$ cat src/rtl/pid_integrator_mc_if.sv
// pid_integrator_mc_if
//   Handshake/data bundle for the multi-channel PID integral accumulator.
//   master : error-sampling side (drives start, errors, clr, sat_limit)
//   slave  : pid_integrator_mc (drives int_out, sat_flag, busy, done)
//   Signals:
//     start      request a run
//     cur_error  NUM_CH x ERR_WIDTH current errors, ch n at [n*ERR_WIDTH +: ERR_WIDTH]
//     old_error  NUM_CH x ERR_WIDTH previous errors, same packing
//     clr        per-channel accumulator clear (idle only)
//     sat_limit  positive clamp magnitude (unsigned)
//     int_out    NUM_CH x ACC_WIDTH accumulators, ch n at [n*ACC_WIDTH +: ACC_WIDTH]
//     sat_flag   per-channel clamp-occurred flag for the last run
//     busy       run in progress
//     done       one-cycle completion pulse
interface pid_integrator_mc_if #(
  parameter int ERR_WIDTH = 13,
  parameter int ACC_WIDTH = 26,
  parameter int NUM_CH    = 2
);
  logic                          start;
  logic [NUM_CH*ERR_WIDTH-1:0]   cur_error;
  logic [NUM_CH*ERR_WIDTH-1:0]   old_error;
  logic [NUM_CH-1:0]             clr;
  logic [ACC_WIDTH-2:0]          sat_limit;
  logic [NUM_CH*ACC_WIDTH-1:0]   int_out;
  logic [NUM_CH-1:0]             sat_flag;
  logic                          busy;
  logic                          done;

  modport master (
    output start, cur_error, old_error, clr, sat_limit,
    input  int_out, sat_flag, busy, done
  );

  modport slave (
    input  start, cur_error, old_error, clr, sat_limit,
    output int_out, sat_flag, busy, done
  );
endinterface

$ cat src/rtl/pid_integrator_mc.sv
// pid_integrator_mc
//   Time-multiplexed integral accumulator shared by NUM_CH channels. Each run
//   adds every channel's current error and subtracts its previous error using
//   one adder, channel by channel (ADD then SUB per channel).
//   Optional feature macro: INT_SAT_EN
//     defined   : every ADD/SUB result is clamped to [-L, +L], sat_flag records clamps
//     undefined : results wrap at ACC_WIDTH bits, sat_flag is 0, sat_limit unused
//   Ports:
//     clk  system clock, rising edge
//     rst  synchronous active-high reset (discards any run in progress)
//     bus  pid_integrator_mc_if.slave (start/errors/clr/sat_limit in,
//          int_out/sat_flag/busy/done out)
module pid_integrator_mc #(
  parameter int ERR_WIDTH = 13,
  parameter int ACC_WIDTH = 26,
  parameter int NUM_CH    = 2
) (
  input  logic                 clk,
  input  logic                 rst,
  pid_integrator_mc_if.slave   bus
);

  localparam int              CH_W    = (NUM_CH > 1) ? $clog2(NUM_CH) : 1;
  localparam logic [CH_W-1:0] LAST_CH = CH_W'(NUM_CH - 1);

  typedef enum logic [1:0] {
    IDLE = 2'd0,
    ADD  = 2'd1,
    SUB  = 2'd2,
    DONE = 2'd3
  } state_t;

  state_t                       r_state;
  state_t                       w_state_nxt;
  logic [CH_W-1:0]              r_ch;
  logic signed [ERR_WIDTH-1:0]  r_cur [NUM_CH];
  logic signed [ERR_WIDTH-1:0]  r_old [NUM_CH];
  logic signed [ACC_WIDTH-1:0]  r_acc [NUM_CH];

  logic signed [ACC_WIDTH-1:0]  w_acc_sel;
  logic signed [ERR_WIDTH-1:0]  w_err_sel;
  logic signed [ACC_WIDTH-1:0]  w_res;
  logic [NUM_CH*ACC_WIDTH-1:0]  w_int_out;

`ifdef INT_SAT_EN
  logic [ACC_WIDTH-2:0]         r_lim;
  logic [NUM_CH-1:0]            r_sat;
  logic signed [ACC_WIDTH:0]    w_acc_ext;
  logic signed [ACC_WIDTH:0]    w_err_ext;
  logic signed [ACC_WIDTH:0]    w_sum;
  logic signed [ACC_WIDTH:0]    w_lim_pos;
  logic signed [ACC_WIDTH:0]    w_lim_neg;
  logic                         w_clamped;
`else
  logic signed [ACC_WIDTH-1:0]  w_err_ext;
`endif

  // ---------------------------------------------------------------------------
  // FSM
  // ---------------------------------------------------------------------------
  always_ff @(posedge clk) begin
    if (rst) begin
      r_state <= IDLE;
    end else begin
      r_state <= w_state_nxt;
    end
  end

  always_comb begin
    w_state_nxt = r_state;
    unique case (r_state)
      IDLE:    if (bus.start) w_state_nxt = ADD;
      ADD:     w_state_nxt = SUB;
      SUB:     w_state_nxt = (r_ch == LAST_CH) ? DONE : ADD;
      DONE:    w_state_nxt = IDLE;
      default: w_state_nxt = IDLE;
    endcase
  end

  // ---------------------------------------------------------------------------
  // Shared adder: ADD uses the latched current error, SUB the previous one
  // ---------------------------------------------------------------------------
  always_comb begin
    w_acc_sel = r_acc[r_ch];
    w_err_sel = (r_state == SUB) ? r_old[r_ch] : r_cur[r_ch];
  end

`ifdef INT_SAT_EN
  // sat_limit is ACC_WIDTH-1 bits wide, so it can never exceed 2^(ACC_WIDTH-1)-1;
  // zero-extending it is the full internal saturation of L.
  always_comb begin
    w_acc_ext = {w_acc_sel[ACC_WIDTH-1], w_acc_sel};
    w_err_ext = {{(ACC_WIDTH+1-ERR_WIDTH){w_err_sel[ERR_WIDTH-1]}}, w_err_sel};
    w_sum     = (r_state == SUB) ? (w_acc_ext - w_err_ext) : (w_acc_ext + w_err_ext);
    w_lim_pos = {2'b00, r_lim};
    w_lim_neg = -w_lim_pos;
    w_clamped = 1'b0;
    w_res     = w_sum[ACC_WIDTH-1:0];
    if (w_sum > w_lim_pos) begin
      w_res     = w_lim_pos[ACC_WIDTH-1:0];
      w_clamped = 1'b1;
    end else if (w_sum < w_lim_neg) begin
      w_res     = w_lim_neg[ACC_WIDTH-1:0];
      w_clamped = 1'b1;
    end
  end
`else
  // Wrapping an ACC_WIDTH+1-bit sum back to ACC_WIDTH bits equals doing the
  // arithmetic directly at ACC_WIDTH bits, so the extra bit is not built.
  always_comb begin
    w_err_ext = {{(ACC_WIDTH-ERR_WIDTH){w_err_sel[ERR_WIDTH-1]}}, w_err_sel};
    w_res     = (r_state == SUB) ? (w_acc_sel - w_err_ext) : (w_acc_sel + w_err_ext);
  end
`endif

  // ---------------------------------------------------------------------------
  // Datapath registers
  // ---------------------------------------------------------------------------
  always_ff @(posedge clk) begin
    if (rst) begin
      for (int unsigned i = 0; i < NUM_CH; i++) begin
        r_acc[i] <= '0;
        r_cur[i] <= '0;
        r_old[i] <= '0;
      end
      r_ch  <= '0;
`ifdef INT_SAT_EN
      r_sat <= '0;
      r_lim <= '0;
`endif
    end else begin
      unique case (r_state)
        IDLE: begin
          // clr lands before the first ADD reads the accumulator, so a clr
          // coincident with start makes the run begin from zero.
          for (int unsigned i = 0; i < NUM_CH; i++) begin
            if (bus.clr[i]) r_acc[i] <= '0;
          end
          if (bus.start) begin
            for (int unsigned i = 0; i < NUM_CH; i++) begin
              r_cur[i] <= bus.cur_error[i*ERR_WIDTH +: ERR_WIDTH];
              r_old[i] <= bus.old_error[i*ERR_WIDTH +: ERR_WIDTH];
            end
            r_ch  <= '0;
`ifdef INT_SAT_EN
            r_lim <= bus.sat_limit;
            r_sat <= '0;
`endif
          end
        end
        ADD, SUB: begin
          for (int unsigned i = 0; i < NUM_CH; i++) begin
            if (r_ch == CH_W'(i)) begin
              r_acc[i] <= w_res;
`ifdef INT_SAT_EN
              if (w_clamped) r_sat[i] <= 1'b1;
`endif
            end
          end
          if ((r_state == SUB) && (r_ch != LAST_CH)) begin
            r_ch <= r_ch + CH_W'(1);
          end
        end
        default: ;
      endcase
    end
  end

  // ---------------------------------------------------------------------------
  // Outputs
  // ---------------------------------------------------------------------------
  always_comb begin
    w_int_out = '0;
    for (int unsigned i = 0; i < NUM_CH; i++) begin
      w_int_out[i*ACC_WIDTH +: ACC_WIDTH] = r_acc[i];
    end
  end

  assign bus.int_out = w_int_out;
  assign bus.busy    = (r_state != IDLE);
  assign bus.done    = (r_state == DONE);
`ifdef INT_SAT_EN
  assign bus.sat_flag = r_sat;
`else
  assign bus.sat_flag = '0;
`endif

endmodule

$ cat src/flat_wrapper.sv
// flat-port wrapper written by rule: the top's interface ports become plain ports
module pid_integrator_mc_flat 
#(
  parameter int ERR_WIDTH = 13,
  parameter int ACC_WIDTH = 26,
  parameter int NUM_CH    = 2
)
  (clk, rst, bus_start, bus_cur_error, bus_old_error, bus_clr, bus_sat_limit, bus_int_out, bus_sat_flag, bus_busy, bus_done);
  pid_integrator_mc_if #(.ERR_WIDTH(ERR_WIDTH), .ACC_WIDTH(ACC_WIDTH), .NUM_CH(NUM_CH)) bus_i ();
  input  logic clk;
  input  logic rst;
  input wire logic [$bits(bus_i.start)-1:0] bus_start;
  input wire logic [$bits(bus_i.cur_error)-1:0] bus_cur_error;
  input wire logic [$bits(bus_i.old_error)-1:0] bus_old_error;
  input wire logic [$bits(bus_i.clr)-1:0] bus_clr;
  input wire logic [$bits(bus_i.sat_limit)-1:0] bus_sat_limit;
  output wire logic [$bits(bus_i.int_out)-1:0] bus_int_out;
  output wire logic [$bits(bus_i.sat_flag)-1:0] bus_sat_flag;
  output wire logic [$bits(bus_i.busy)-1:0] bus_busy;
  output wire logic [$bits(bus_i.done)-1:0] bus_done;
  assign bus_i.start = bus_start;
  assign bus_i.cur_error = bus_cur_error;
  assign bus_i.old_error = bus_old_error;
  assign bus_i.clr = bus_clr;
  assign bus_i.sat_limit = bus_sat_limit;
  assign bus_int_out = bus_i.int_out;
  assign bus_sat_flag = bus_i.sat_flag;
  assign bus_busy = bus_i.busy;
  assign bus_done = bus_i.done;
  pid_integrator_mc #(.ERR_WIDTH(ERR_WIDTH), .ACC_WIDTH(ACC_WIDTH), .NUM_CH(NUM_CH)) u_core (.clk(clk), .rst(rst), .bus(bus_i));
endmodule
$ cat config.mk
export PLATFORM = sky130hd
export DESIGN_NAME = pid_integrator_mc_flat
export DESIGN_NICKNAME = d
export VERILOG_FILES = /design/src/rtl/pid_integrator_mc_if.sv /design/src/rtl/pid_integrator_mc.sv /design/src/flat_wrapper.sv
export SDC_FILE = /design/constraint.sdc
export NUM_CORES = 1
export LEC_CHECK = 0
export BUFFER_PORTS_ARGS = -buffer_cell sky130_fd_sc_hd__buf_2
export CAP_MARGIN = 10
export CORE_ASPECT_RATIO = 0.9
export CORE_UTILIZATION = 40
export CTS_CLUSTER_DIAMETER = 60
export CTS_CLUSTER_SIZE = 28
export DETAILED_ROUTE_END_ITERATION = 7
export PLACE_DENSITY_LB_ADDON = 0.3
export REMOVE_ABC_BUFFERS = 1
export SETUP_SLACK_MARGIN = 0.4
export SYNTH_ARGS = -nofsm -noshare
export SYNTH_HDL_FRONTEND = slang
export SYNTH_SLANG_ARGS = --single-unit
$ cat constraint.sdc
create_clock -name clk -period 4 [get_ports clk]
set_clock_uncertainty 0.05 [all_clocks]
set_input_delay 0.4 -clock clk [delete_from_list [all_inputs] [get_ports clk]]
set_output_delay 0.4 -clock clk [all_outputs]
set_load 0.02 [all_outputs]
==> flow_summary.toml <==
[route]
first_pass_iters = 4
ant_nets = 0
routed.top_layer = "met4"
wl_met1_um = 6620
drt_iter0_drc = 217
routedWlPerCell_um = 16.5
routed-wl-met2_um = 7970
met3_length_um = 731
routed_wl_um = 15700
viasPerCell = 5.15
drc = 0
vias = 4883

[critical_path]
r2r-start = "u_core.r_state[0]"
timing.critical_path.from_type = "flip-flop"
crit_type = "reg -> reg"
cp_max_fo = 4
crit_path_end_kind = "flip-flop"
cp.required_ps = 4060
critPathArrivalTime_ps = 4010
reg2regPathDepth = 19
timing.critical_path.from = "u_core.r_state[0]"

[global_routing]
grt_overflow = 0
grt_pass1_vias = 5068
grt_max_degree = 53
track_usage = 0.200
grt_first_pass_wirelength_um = 24900
antenna_found_initial = 0

[finish]
layout-drive-gt1-share = 0.501
diodes = 0
fillers = 1254
final_nets = 856
area_delta_synth_final_pct = 41.5
final_common_cell = "buf_2"
layout_common_cells = "110 x buf_2, 104 x edfxtp_1, 96 x buf_4"

[cts]
clockBufferDepth = 2
cts_made_buffers = 9
ctsRootBufferMaster = "clkbuf_16"
clk_pin_slew_ps = 80
clock_latency_ps = 370
cts_tree = "yes"
holdBufCountCts = 0
cts_sinks = 108
cts_max_level = 3

[timing]
tightestPinTransition_ps = 930
timing.final.max_slew_violations = 0
slew_headroom = 0.378
setup_viol = 0
final.min_clock_period_ps = 3950
max_freq_mhz = 253
rsz0062_at_grt = "true"
fin_crit_sh = 0.987
fin_tns_setup_ps = 0
timing_hold_violations_final = 0
hold_ws_ps = 254

[synth]
synth_area_mm2 = 0.00633
async_flop_share = 0
avgSynthCellArea_um2 = 12.1
synth-seq-cells = 108
synthCells = 522
synth_ff_type = "edfxtp_1"
seq_area_frac_synth = 0.506
ys_warn_count = 0
synth-edff-count = 104
synthDistinctLibCells = 56

[min_path]
hold_path_class = "in -> reg"
hold_path_depth = 2
min-delay-start = "bus_cur_error[24]"

[run_status]
status = "finished, final reports clean"

[power_and_ir_drop]
leakagePower_uw = 0.00381
p_per_area_mw_per_mm2 = 611
ir_drop_mv = 0.292

[floorplan]
initial_core_util = 0.410
die_area_mm2 = 0.0163
rows = 43
die_h_um = 121
die_w_um = 135
io_pins = 138
core_mm2 = 0.0154

[run]
cap_violations = 0

[place]
dp_hpwl_um = 11300
numPortBuffers = 110
gp_congestion = 0.850
[final cells by class]
| type | instances | area [µm²] | share of cell area |
|---|---|---|---|
| multi-input combinational | 376 | 3470 | 0.388 |
| sequential | 108 | 3210 | 0.358 |
| timing repair buffer | 235 | 1690 | 0.189 |
| tap | 202 | 253 | 0.0282 |
| clock buffer | 9 | 225 | 0.0252 |
| clock inverter | 6 | 57.6 | 0.00643 |
| inverter | 13 | 48.8 | 0.00545 |
[through the flow]
stage | setup slack, ps | util | instance area (µm²) | instances | power [µW]
after floorplan | -1130 | - | 6200 | 497 | 3140
after CTS | 1.92 | 0.556 | 8590 | 941 | 5240
final | 51.3 | 0.580 | 8950 | 949 | 5470
after global placement | -207 | 0.505 | 7790 | 907 | 4020
after detailed placement | -296 | 0.505 | 7790 | 907 | 4090
after global routing | -147 | 0.580 | 8950 | 949 | 5820
[flip-flops by register name, summed over array words and instances, names as in the netlist, named ones only]
signal,count
u_core.r_ch,1
u_core.r_cur,26
u_core.r_old,26
u_core.r_state,2
u_core.r_acc,52
[cells by family after synthesis]
group / Yosys count / share of synthesized area
simple gates: 162 / 0.144
flops: 108 / 0.506
compound gates: 107 / 0.114
mux: 46 / 0.106
buf+inv: 39 / 0.0281
fa+ha+maj: 31 / 0.0625
xor+xnor: 28 / 0.0388
other cells: 1 / 0.000593
[timing repair]
item	in CTS	in global routing
buffers inserted	18	6
gates cloned	1	1
gates resized for setup	78	56
setup endpoints to repair	36	40
pin swaps	33	32
[power by group]
| part | switching (µW) | leakage [µW] | internal, µW |
|---|---|---|---|
| Clock | 429 | 0.000140 | 434 |
| Combinational | 1600 | 0.00251 | 1370 |
| Sequential | 102 | 0.00116 | 1540 |
[Yosys cell counts, types with 7 or more instances]
| cell type | count | area share |
|---|---|---|
| edfxtp_1 | 104 | 0.49 |
| nand2_1 | 19 | 0.011 |
| mux2_2 | 25 | 0.045 |
| a21o_1 | 10 | 0.012 |
| o21a_1 | 7 | 0.0083 |
| o41ai_1 | 10 | 0.014 |
| inv_1 | 13 | 0.0077 |
| mux4_2 | 9 | 0.032 |
| nor2_1 | 37 | 0.022 |
| nor3_1 | 11 | 0.0087 |
| xor2_1 | 7 | 0.0097 |
| clkbuf_1 | 19 | 0.011 |
| xnor2_1 | 21 | 0.029 |
| o21ai_0 | 11 | 0.0087 |
| a21oi_1 | 40 | 0.032 |
| and2_1 | 57 | 0.056 |
| mux2i_1 | 8 | 0.013 |
| ha_1 | 30 | 0.059 |
[worst max-delay path, stage by stage, from the launching register on]
cell and delay [ps]:
dfxtp_2 340, inv_2 50, ha_4 170, buf_12 130, buf_16 120, mux4_2 320, nor2_4 150, buf_6 120
nand4b_4 110, buf_6 150, o41ai_4 330, ha_1 300, buf_6 130, nand4_1 130, nor2_1 70, o21a_1 110
or3_4 400, o31a_1 310, xnor2_1 140, nor2_1 60
[metal layers]
metal / vias to the layer above / GRT usage
met4: 0 / 0.0611
met1: 2346 / 0.236
li1: 2390 / -
met2: 121 / 0.349
met3: 26 / 0.0589
met5: - / 0
[path summary, 6_finish.rpt]
path | slack (ps) | end
setup / recovery | 50 | u_core.r_acc[0][21]
hold / removal | 250 | u_core.r_cur[1][11]
hold reg to reg | 580 | flip-flop
setup reg to reg | 50 | u_core.r_acc[0][21]
(Power assumes the default switching activity.)
